## src/rtl/gf2_kmul_pipe_pkg.sv

```systemverilog
// Shared types and constants for the pipelined carry-less multiplier.
// Also holds a plain schoolbook reference product for models.
package gf2_pkg;

    typedef enum logic [1:0] {
        GF2_FULL  = 2'd0,
        GF2_HIGH  = 2'd1,
        GF2_LOW   = 2'd2,
        GF2_FIELD = 2'd3
    } gf2_mode_t;

    localparam logic [7:0] GF2_AES_POLY = 8'h1B;
    localparam int         GF2_MAX_W    = 32;

    // Operands narrower than GF2_MAX_W are zero-extended by the caller.
    function automatic logic [2*GF2_MAX_W-1:0] gf2_clmul_ref(
        input logic [GF2_MAX_W-1:0] a,
        input logic [GF2_MAX_W-1:0] b
    );
        logic [2*GF2_MAX_W-1:0] p;
        p = '0;
        for (int i = 0; i < GF2_MAX_W; i++) begin
            if (b[i]) p = p ^ ({{GF2_MAX_W{1'b0}}, a} << i);
        end
        return p;
    endfunction

endpackage

```

## src/rtl/gf2_kmul_pipe_if.sv

```systemverilog
// Operand and result handshake bundle for gf2_kmul_pipe.
// The slave side is the multiplier; the master side feeds operands and consumes results.
interface gf2_kmul_pipe_if
    import gf2_pkg::*;
#(
    parameter int W = 8
);
    logic             in_valid;
    logic             in_ready;
    logic [W-1:0]     in_a;
    logic [W-1:0]     in_b;
    gf2_mode_t        in_mode;
    logic             out_valid;
    logic             out_ready;
    logic [2*W-1:0]   out_y;

    modport master (
        output in_valid, in_a, in_b, in_mode, out_ready,
        input  in_ready, out_valid, out_y
    );

    modport slave (
        input  in_valid, in_a, in_b, in_mode, out_ready,
        output in_ready, out_valid, out_y
    );
endinterface

```

## src/rtl/gf2_kmul_pipe_clmul.sv

```systemverilog
// Combinational N x N schoolbook carry-less multiplier (2N-1 bit product).
module gf2_clmul_comb #(
    parameter int N = 4
) (
    input  logic [N-1:0]   a_i,
    input  logic [N-1:0]   b_i,
    output logic [2*N-2:0] p_o
);
    always_comb begin
        p_o = '0;
        for (int i = 0; i < N; i++) begin
            if (b_i[i]) p_o = p_o ^ ({{(N-1){1'b0}}, a_i} << i);
        end
    end
endmodule

```

## src/rtl/gf2_kmul_pipe.sv

```systemverilog
// Pipelined carry-less multiplier: one-level Karatsuba over three half-width products,
// recombined and sliced (FULL/HIGH/LOW) or reduced mod x^W + POLY in the output stage.
module gf2_kmul_pipe
    import gf2_pkg::*;
#(
    parameter int           W    = 8,
    parameter logic [W-1:0] POLY = W'(GF2_AES_POLY)
) (
    input  logic           clk,
    input  logic           rst,
    gf2_kmul_pipe_if.slave bus
);
    localparam int H = W / 2;

    if (((W % 2) != 0) || (W < 4)) begin : g_chk_w
        $error("gf2_kmul_pipe: W must be even and >= 4");
    end
    if (POLY[0] != 1'b1) begin : g_chk_poly
        $error("gf2_kmul_pipe: POLY bit 0 must be 1");
    end

    logic [3:1]        vld_q, vld_d;
    logic              ld1, ld2, ld3;
    logic [W-1:0]      a_q, a_d, b_q, b_d;
    gf2_mode_t         m1_q, m1_d, m2_q, m2_d;
    logic [2:0][H-1:0] op_a, op_b;
    logic [2:0][W-2:0] prod, prod_q, prod_d;
    logic [W-2:0]      mid;
    logic [2*W-1:0]    c, red, y_ext, y_q, y_d;

    // Index 0 = low halves, 1 = folded halves, 2 = high halves.
    assign op_a = {a_q[W-1:H], a_q[W-1:H] ^ a_q[H-1:0], a_q[H-1:0]};
    assign op_b = {b_q[W-1:H], b_q[W-1:H] ^ b_q[H-1:0], b_q[H-1:0]};

    gf2_clmul_comb #(.N(H)) u_mul [2:0] (
        .a_i (op_a),
        .b_i (op_b),
        .p_o (prod)
    );

    always_comb begin
        mid = prod_q[0] ^ prod_q[1] ^ prod_q[2];
        c   = ({{(W+1){1'b0}}, prod_q[2]} << W)
            ^ ({{(W+1){1'b0}}, mid} << H)
            ^ {{(W+1){1'b0}}, prod_q[0]};
        // Fold from the top down so each step only touches lower coefficients.
        red = c;
        for (int i = 2*W-2; i >= W; i--) begin
            if (red[i]) begin
                red    = red ^ ({{W{1'b0}}, POLY} << (i - W));
                red[i] = 1'b0;
            end
        end
        y_ext = '0;
        case (m2_q)
            GF2_FULL:  y_ext          = c;
            GF2_HIGH:  y_ext[W-1:0]   = c[2*W-2:W-1];
            GF2_LOW:   y_ext[W-1:0]   = c[W-1:0];
            default:   y_ext[W-1:0]   = red[W-1:0];
        endcase
    end

    // A stage may load when empty or when the stage after it is loading.
    always_comb begin
        ld3      = !vld_q[3] || bus.out_ready;
        ld2      = !vld_q[2] || ld3;
        ld1      = !vld_q[1] || ld2;
        vld_d[1] = ld1 ? bus.in_valid : vld_q[1];
        vld_d[2] = ld2 ? vld_q[1]     : vld_q[2];
        vld_d[3] = ld3 ? vld_q[2]     : vld_q[3];
        a_d      = a_q;
        b_d      = b_q;
        m1_d     = m1_q;
        prod_d   = prod_q;
        m2_d     = m2_q;
        y_d      = y_q;
        if (ld1 && bus.in_valid) begin
            a_d  = bus.in_a;
            b_d  = bus.in_b;
            m1_d = bus.in_mode;
        end
        if (ld2 && vld_q[1]) begin
            prod_d = prod;
            m2_d   = m1_q;
        end
        if (ld3 && vld_q[2]) y_d = y_ext;
    end

    always_ff @(posedge clk) begin
        if (rst) begin
            vld_q  <= '0;
            a_q    <= '0;
            b_q    <= '0;
            m1_q   <= GF2_FULL;
            prod_q <= '0;
            m2_q   <= GF2_FULL;
            y_q    <= '0;
        end else begin
            vld_q  <= vld_d;
            a_q    <= a_d;
            b_q    <= b_d;
            m1_q   <= m1_d;
            prod_q <= prod_d;
            m2_q   <= m2_d;
            y_q    <= y_d;
        end
    end

    assign bus.in_ready  = ld1;
    assign bus.out_valid = vld_q[3];
    assign bus.out_y     = y_q;

endmodule

```

## src/flat_wrapper.sv

```systemverilog
// flat-port wrapper written by rule: the top's interface ports become plain ports
module gf2_kmul_pipe_flat import gf2_pkg::*;
#(
    parameter int           W    = 8,
    parameter logic [W-1:0] POLY = W'(GF2_AES_POLY)
)
  (clk, rst, bus_in_valid, bus_in_a, bus_in_b, bus_in_mode, bus_out_ready, bus_in_ready, bus_out_valid, bus_out_y);
  gf2_kmul_pipe_if #(.W(W)) bus_i ();
  input  logic clk;
  input  logic rst;
  input wire logic [$bits(bus_i.in_valid)-1:0] bus_in_valid;
  input wire logic [$bits(bus_i.in_a)-1:0] bus_in_a;
  input wire logic [$bits(bus_i.in_b)-1:0] bus_in_b;
  input wire logic [$bits(bus_i.in_mode)-1:0] bus_in_mode;
  input wire logic [$bits(bus_i.out_ready)-1:0] bus_out_ready;
  output wire logic [$bits(bus_i.in_ready)-1:0] bus_in_ready;
  output wire logic [$bits(bus_i.out_valid)-1:0] bus_out_valid;
  output wire logic [$bits(bus_i.out_y)-1:0] bus_out_y;
  assign bus_i.in_valid = bus_in_valid;
  assign bus_i.in_a = bus_in_a;
  assign bus_i.in_b = bus_in_b;
  assign bus_i.in_mode = bus_in_mode;
  assign bus_i.out_ready = bus_out_ready;
  assign bus_in_ready = bus_i.in_ready;
  assign bus_out_valid = bus_i.out_valid;
  assign bus_out_y = bus_i.out_y;
  gf2_kmul_pipe #(.W(W), .POLY(POLY)) u_core (.clk(clk), .rst(rst), .bus(bus_i));
endmodule
```

## config.mk

```make
export PLATFORM = sky130hd
export DESIGN_NAME = gf2_kmul_pipe_flat
export DESIGN_NICKNAME = d
export VERILOG_FILES = /design/src/rtl/gf2_kmul_pipe_pkg.sv /design/src/rtl/gf2_kmul_pipe_if.sv /design/src/rtl/gf2_kmul_pipe_clmul.sv /design/src/rtl/gf2_kmul_pipe.sv /design/src/flat_wrapper.sv
export SDC_FILE = /design/constraint.sdc
export NUM_CORES = 1
export LEC_CHECK = 0
export CORE_ASPECT_RATIO = 0.9
export CORE_MARGIN = 2
export CORE_UTILIZATION = 40
export DETAILED_ROUTE_END_ITERATION = 8
export HOLD_SLACK_MARGIN = 0.06
export PLACE_DENSITY = 0.61
export REMOVE_ABC_BUFFERS = 1
export SLEW_MARGIN = 20
export SYNTH_ARGS = -nofsm -noshare
export SYNTH_HDL_FRONTEND = slang
export SYNTH_SLANG_ARGS = --single-unit
export TNS_END_PERCENT = 5
```

## constraint.sdc

```tcl
create_clock -name clk -period 3.2 [get_ports clk]
set_input_delay 0.32 -clock clk [delete_from_list [all_inputs] [get_ports clk]]
set_output_delay 0.32 -clock clk [all_outputs]
set_load 0.1 [all_outputs]
```

== Word level (Yosys, flattened, before mapping) ==
Index checks and enable logic that the tools add are counted.

* Register bits after elaboration: 60
* Input port bits: 22
* Output and inout bits: 18
* Logic and storage cells: 67

* Equal/unequal tests: 2
* Multiplexer cells: 21
* Bitwise operators: 22
* Reduce and logical (&&, ||, !) cells: 11

{| class="wikitable"
|+ Operator list
! operator !! number
|-
| $mux W7 || 10
|-
| $xor A7 B7 Y7 || 5
|-
| $not A4 Y4 || 7
|-
| $xor A7 B5 Y7 || 3
|-
| $xor A7 B6 Y7 || 3
|-
| $mux W8 || 2
|-
| $pmux W8 S2 || 1
|-
| $xor A15 B11 Y15 || 1
|-
| $xor A15 B7 Y15 || 1
|-
| $mux W4 || 3
|-
| $mux W11 || 1
|-
| $mux W10 || 1
|-
| $mux W9 || 1
|-
| $xor A4 B4 Y4 || 2
|-
| $mux W6 || 1
|-
| $mux W5 || 1
|-
| $logic_and A1 B1 Y1 || 3
|-
| $logic_not A1 Y1 || 3
|-
| $logic_or A1 B1 Y1 || 3
|-
| $eq A2 B1 Y1 const B || 1
|-
| $eq A2 B2 Y1 const B || 1
|-
| $logic_not A2 Y1 || 1
|-
| $reduce_or A2 Y1 || 1
|}

== Longest topological paths before layout ==
* Depth after elaboration: 19
* Mapped depth: 8
* Mapped depth without buffers: 6

== Modules after synthesis ==
A second synthesis with hierarchy kept.

* Cell total of the unflattened synthesis: 405
* Area total of the unflattened synthesis: 3238.1 um^2

{| class="wikitable"
|+ By module, submodules not included
! module !! instances !! cells each !! area an instance (um^2) !! sequential area each (um^2)
|-
| gf2_kmul_pipe || 1 || 330 || 2780.2 || 1181.1
|-
| gf2_clmul_comb || 3 || 25 || 152.6 || 0.0
|}

== Least setup slack after synthesis ==
OpenSTA, ideal clock, no wires.

* Path kind: register -> register
* From: register u_core.vld_q[3] (netlist bit)
* To: register u_core.b_q[4]
* Library setup time: 0.071 ns
* Arrival time: 3.189 ns
* Required time: 3.129 ns
* Setup slack: -0.060 ns
* Cell stages (with the launch flop): 8
* Path buffers: 2
* Period minus slack after synthesis: 3.260 ns
* Path through: dfxtp_1 nor2b_1 clkbuf_1 nand3_1 nand2_1 clkbuf_1 nand2_1 a21oi_1

* Longest elaborated chain between the ends: 5

{| class="wikitable"
|+ Ends and longest elaborated chain
! what !! RTL line !! text
|-
| start, declared || gf2_kmul_pipe.sv:22 || <nowiki>logic [3:1] vld_q, vld_d;</nowiki>
|-
| start signal, assigned || gf2_kmul_pipe.sv:99 || <nowiki>vld_q <= vld_d;</nowiki>
|-
| $logic_not A1 Y1 || gf2_kmul_pipe.sv:65 || <nowiki>ld3 = !vld_q[3] || bus.out_ready;</nowiki>
|-
| $logic_or A1 B1 Y1 || gf2_kmul_pipe.sv:65 ||
|-
| $logic_or A1 B1 Y1 || gf2_kmul_pipe.sv:66 || <nowiki>ld2 = !vld_q[2] || ld3;</nowiki>
|-
| $logic_or A1 B1 Y1 || gf2_kmul_pipe.sv:67 || <nowiki>ld1 = !vld_q[1] || ld2;</nowiki>
|-
| net bus_in_ready || flat_wrapper.sv:16 || <nowiki>output wire logic [$bits(bus_i.in_ready)-1:0] bus_in_ready;</nowiki>
|-
| $logic_and A1 B1 Y1 || gf2_kmul_pipe.sv:77 || <nowiki>if (ld1 && bus.in_valid) begin</nowiki>
|-
| end signal, assigned || gf2_kmul_pipe.sv:93 || <nowiki>b_q <= '0;</nowiki>
|-
| end signal, assigned || gf2_kmul_pipe.sv:101 || <nowiki>b_q <= b_d;</nowiki>
|-
| end, declared || gf2_kmul_pipe.sv:24 || <nowiki>logic [W-1:0] a_q, a_d, b_q, b_d;</nowiki>
|}

The timed path passes the listed nets, and every way through them passes these cells.
A chain may end at the register's enable or synchronous reset.

== Worst setup path after layout ==
* From: register u_core.y_q[4], in the netlist u_core.bus.out_y[4]
* To: output bus_out_y[4]

{| class="wikitable"
|+ RTL lines
! what !! RTL line !! text
|-
| start, declared || gf2_kmul_pipe.sv:29 || <nowiki>logic [2*W-1:0] c, red, y_ext, y_q, y_d;</nowiki>
|-
| start signal, assigned || gf2_kmul_pipe.sv:105 || <nowiki>y_q <= y_d;</nowiki>
|-
| end, declared || flat_wrapper.sv:18 || <nowiki>output wire logic [$bits(bus_i.out_y)-1:0] bus_out_y;</nowiki>
|}

No word-level cell between the ends.

==> results.json <==
{
  "syn_to_final_growth_pct": 17.6,
  "worstHoldPathType": "input pin to flop",
  "cp_slowest_stage_delay_ps": 1140,
  "wl_per_cell_um": 13.0,
  "regArea_mm2": 0.00118,
  "fill_cells": 781,
  "ir_drop_uv": 272,
  "cp.required_ps": 2880,
  "grt_pass1_wl_mm": 11.7,
  "path_clk_slew_ps": 60,
  "cts_tree": "done",
  "cts-root-buf": "clkbuf_8",
  "antenna_found_initial": 0,
  "hold_buffers": 0,
  "core_area_mm2": 0.00766,
  "setup.worst_path.start_class": "flop",
  "netlist_area_mm2": 0.00321,
  "rsz0062_at_grt": "false",
  "crit-reg2reg-launch": "u_core.prod_q[6]",
  "dpl.hpwl_mm": 5.03,
  "slew_viol_final": 0,
  "cp_slowest_cell": "clkdlybuf4s50_1",
  "first_pass_iters": 4,
  "path_delay_family": "buffers and inverters",
  "crit_path_end_kind": "output pin",
  "fin_crit_sh": 0.669,
  "start_util": 0.419,
  "antennaDiodeCount": 0,
  "clkSinkCount": 59,
  "hp-start": "rst",
  "syn_inst": 399,
  "syn_area_per_cell_um2": 8.04,
  "fp.dieH_um": 89.0,
  "grt_overflow": 0,
  "period_needed_ps": 2140,
  "synth_seq_cells": 59,
  "p_total_mw": 1.76,
  "setup_viol": 0,
  "dr_total_vias": 2624,
  "initialDrtViolationCount": 87,
  "ys_seq_area_frac": 0.368,
  "tightest_slew_ps": 968,
  "crit_chain": "clkdlybuf4s50_1",
  "synth.distinct_cells": 44,
  "portBuffers": 38,
  "place.gp.congestion": 0.823,
  "setup_tns_ps": 0,
  "fmax_mhz": 467,
  "grt_max_degree": 47,
  "power.density_mw_per_mm2": 466,
  "rows": 30,
  "cts_setup_buffers": 0,
  "nNetsFinal": 450,
  "status": "completed",
  "die_area_mm2": 0.00875,
  "drt-total-wl_mm": 6.85,
  "htree_levels": 3,
  "fin_skew_ps": 9.17,
  "cts_made_buffers": 9,
  "multiInputGateArea_mm2": 0.00186,
  "hold_viol": 0,
  "die_w_um": 98.4,
  "grt_pass1_vias": 2459,
  "drc": 0,
  "clk_latency_ps": 340,
  "cp-startpoint": "u_core.bus.out_y[4]",
  "drtAntennaViolNets": 0,
  "crit_arrival_ps": 1820,
  "gr-usage-all-layers": 0.166,
  "critical_path_class": "flop to output pin",
  "post_cts_resized": 0,
  "critPathBufInv": 1,
  "drive_gt1_frac": 0.0647,
  "maxCapViolCount": 0,
  "via_per_inst": 4.96,
  "ios": 40,
  "power_leakage_nw": 1.30,
  "slew_headroom": 0.353,
  "yosysWarnings": 0,
  "clockBufferDepth": 2,
  "critPathMaxFanout": 2
}
-- power breakdown --
group          internal, mW  total (mW)  switching [mW]
registers             0.762       0.803          0.0410
logic                 0.130       0.282           0.152
clock network         0.377       0.671           0.294
-- Yosys cell counts, drive strengths merged --
| cell | number | area [um^2] |
|---|---|---|
| a21oi | 48 | 240 |
| xnor3 | 2 | 45.0 |
| nor4b | 1 | 8.76 |
| o21a | 1 | 7.51 |
| o211ai | 1 | 7.51 |
| clkbuf | 18 | 87.6 |
| a211oi | 10 | 75.1 |
| nor3 | 3 | 15.0 |
| o311ai | 1 | 8.76 |
| a31oi | 3 | 18.8 |
| dlygate4sd1 | 1 | 8.76 |
| a311o | 1 | 10.0 |
| buf | 5 | 57.6 |
| o21ai | 6 | 30.0 |
| nand4 | 1 | 6.26 |
| dfxtp | 59 | 1180 |
| xnor2 | 49 | 452 |
| xor3 | 4 | 96.3 |
| nor4 | 2 | 12.5 |
| nor2 | 35 | 131 |
| xor2 | 11 | 111 |
| or2 | 1 | 6.26 |
| a2bb2oi | 1 | 8.76 |
| conb | 1 | 3.75 |
| mux2i | 2 | 20.0 |
| a211o | 1 | 8.76 |
| nor2b | 3 | 18.8 |
| a21o | 1 | 7.51 |
| nand2b | 3 | 18.8 |
| nor3b | 1 | 7.51 |
| and3 | 2 | 12.5 |
| inv | 3 | 11.3 |
| o22ai | 2 | 12.5 |
| and2 | 1 | 6.26 |
| o2111ai | 1 | 8.76 |
| nand3 | 14 | 70.1 |
| nand2 | 100 | 375 |
-- registers in the layout, summed over array words and instances, names as in the netlist --
signal and count:
u_core.bus.out_y 15, u_core.b_q 8, u_core.m2_q 2, u_core.a_q 8, u_core.vld_q 3, u_core.m1_q 2, u_core.prod_q 21
-- layout by cell type (no fill, tap or decap), types with 4 or more instances in the layout --
| cell type | n |
|---|---|
| nand2_1 | 100 |
| dfxtp_1 | 59 |
| a21oi_1 | 48 |
| xnor2_1 | 46 |
| clkdlybuf4s50_1 | 36 |
| nor2_1 | 35 |
| nand3_1 | 14 |
| a211oi_1 | 10 |
| clkbuf_8 | 10 |
| xor2_1 | 9 |
| buf_4 | 5 |
| o21ai_1 | 4 |
-- worst register-to-register path, delay by kind of cell, from the launching register on --
kind	cells	cell delay [ps]
compound gates	2	290
simple gates	1	190
flops	1	360
xor+xnor	3	1210
-- kinds of logic after synthesis --
logic type	synth area share
mux	0.00624
buf+inv	0.0515
xor+xnor	0.220
compound gates	0.138
flops	0.368
other cells	0.00117
simple gates	0.215
-- per-layer routing --
layer	wire length (um)	vias to the layer above	global-route usage
li1	-	1374	-
met1	3340	1184	0.221
met2	3050	55	0.259
met3	323	11	0.0539
met4	130	0	0.0560
met5	0	-	0
-- per-stage QoR --
step | utilization | hold slack [ps] | std cells | area, um^2 | setup slack [ps]
global route | 0.492 | 338 | 529 | 3770 | 907
detailed placement | 0.467 | 447 | 513 | 3580 | 988
CTS | 0.492 | 323 | 529 | 3770 | 1040
finish | 0.492 | 336 | 529 | 3770 | 1060
global placement | 0.467 | 440 | 513 | 3580 | 1020
floorplan | - | 389 | 375 | 3050 | 35.3
-- final timing paths --
path                            depth (start not counted)  slack (ps)              endpoint
worst max register to register                          6        1070   u_core.bus.out_y[6]
worst max-delay path                                    1        1060          bus_out_y[4]
worst min register to register                          2         450  u_core.bus.out_y[14]
worst min-delay path                                    2         340   u_core.bus.out_y[9]
-- area by class of cell --
cell class,instances,share of cell area
Sequential cell,59,0.313
Clock buffer,11,0.0375
Multi-Input combinational cell,313,0.494
Inverter,3,0.00299
Clock inverter,5,0.0139
Timing Repair Buffer,42,0.107
Tap cell,96,0.0319
(Power assumes the default switching activity.)
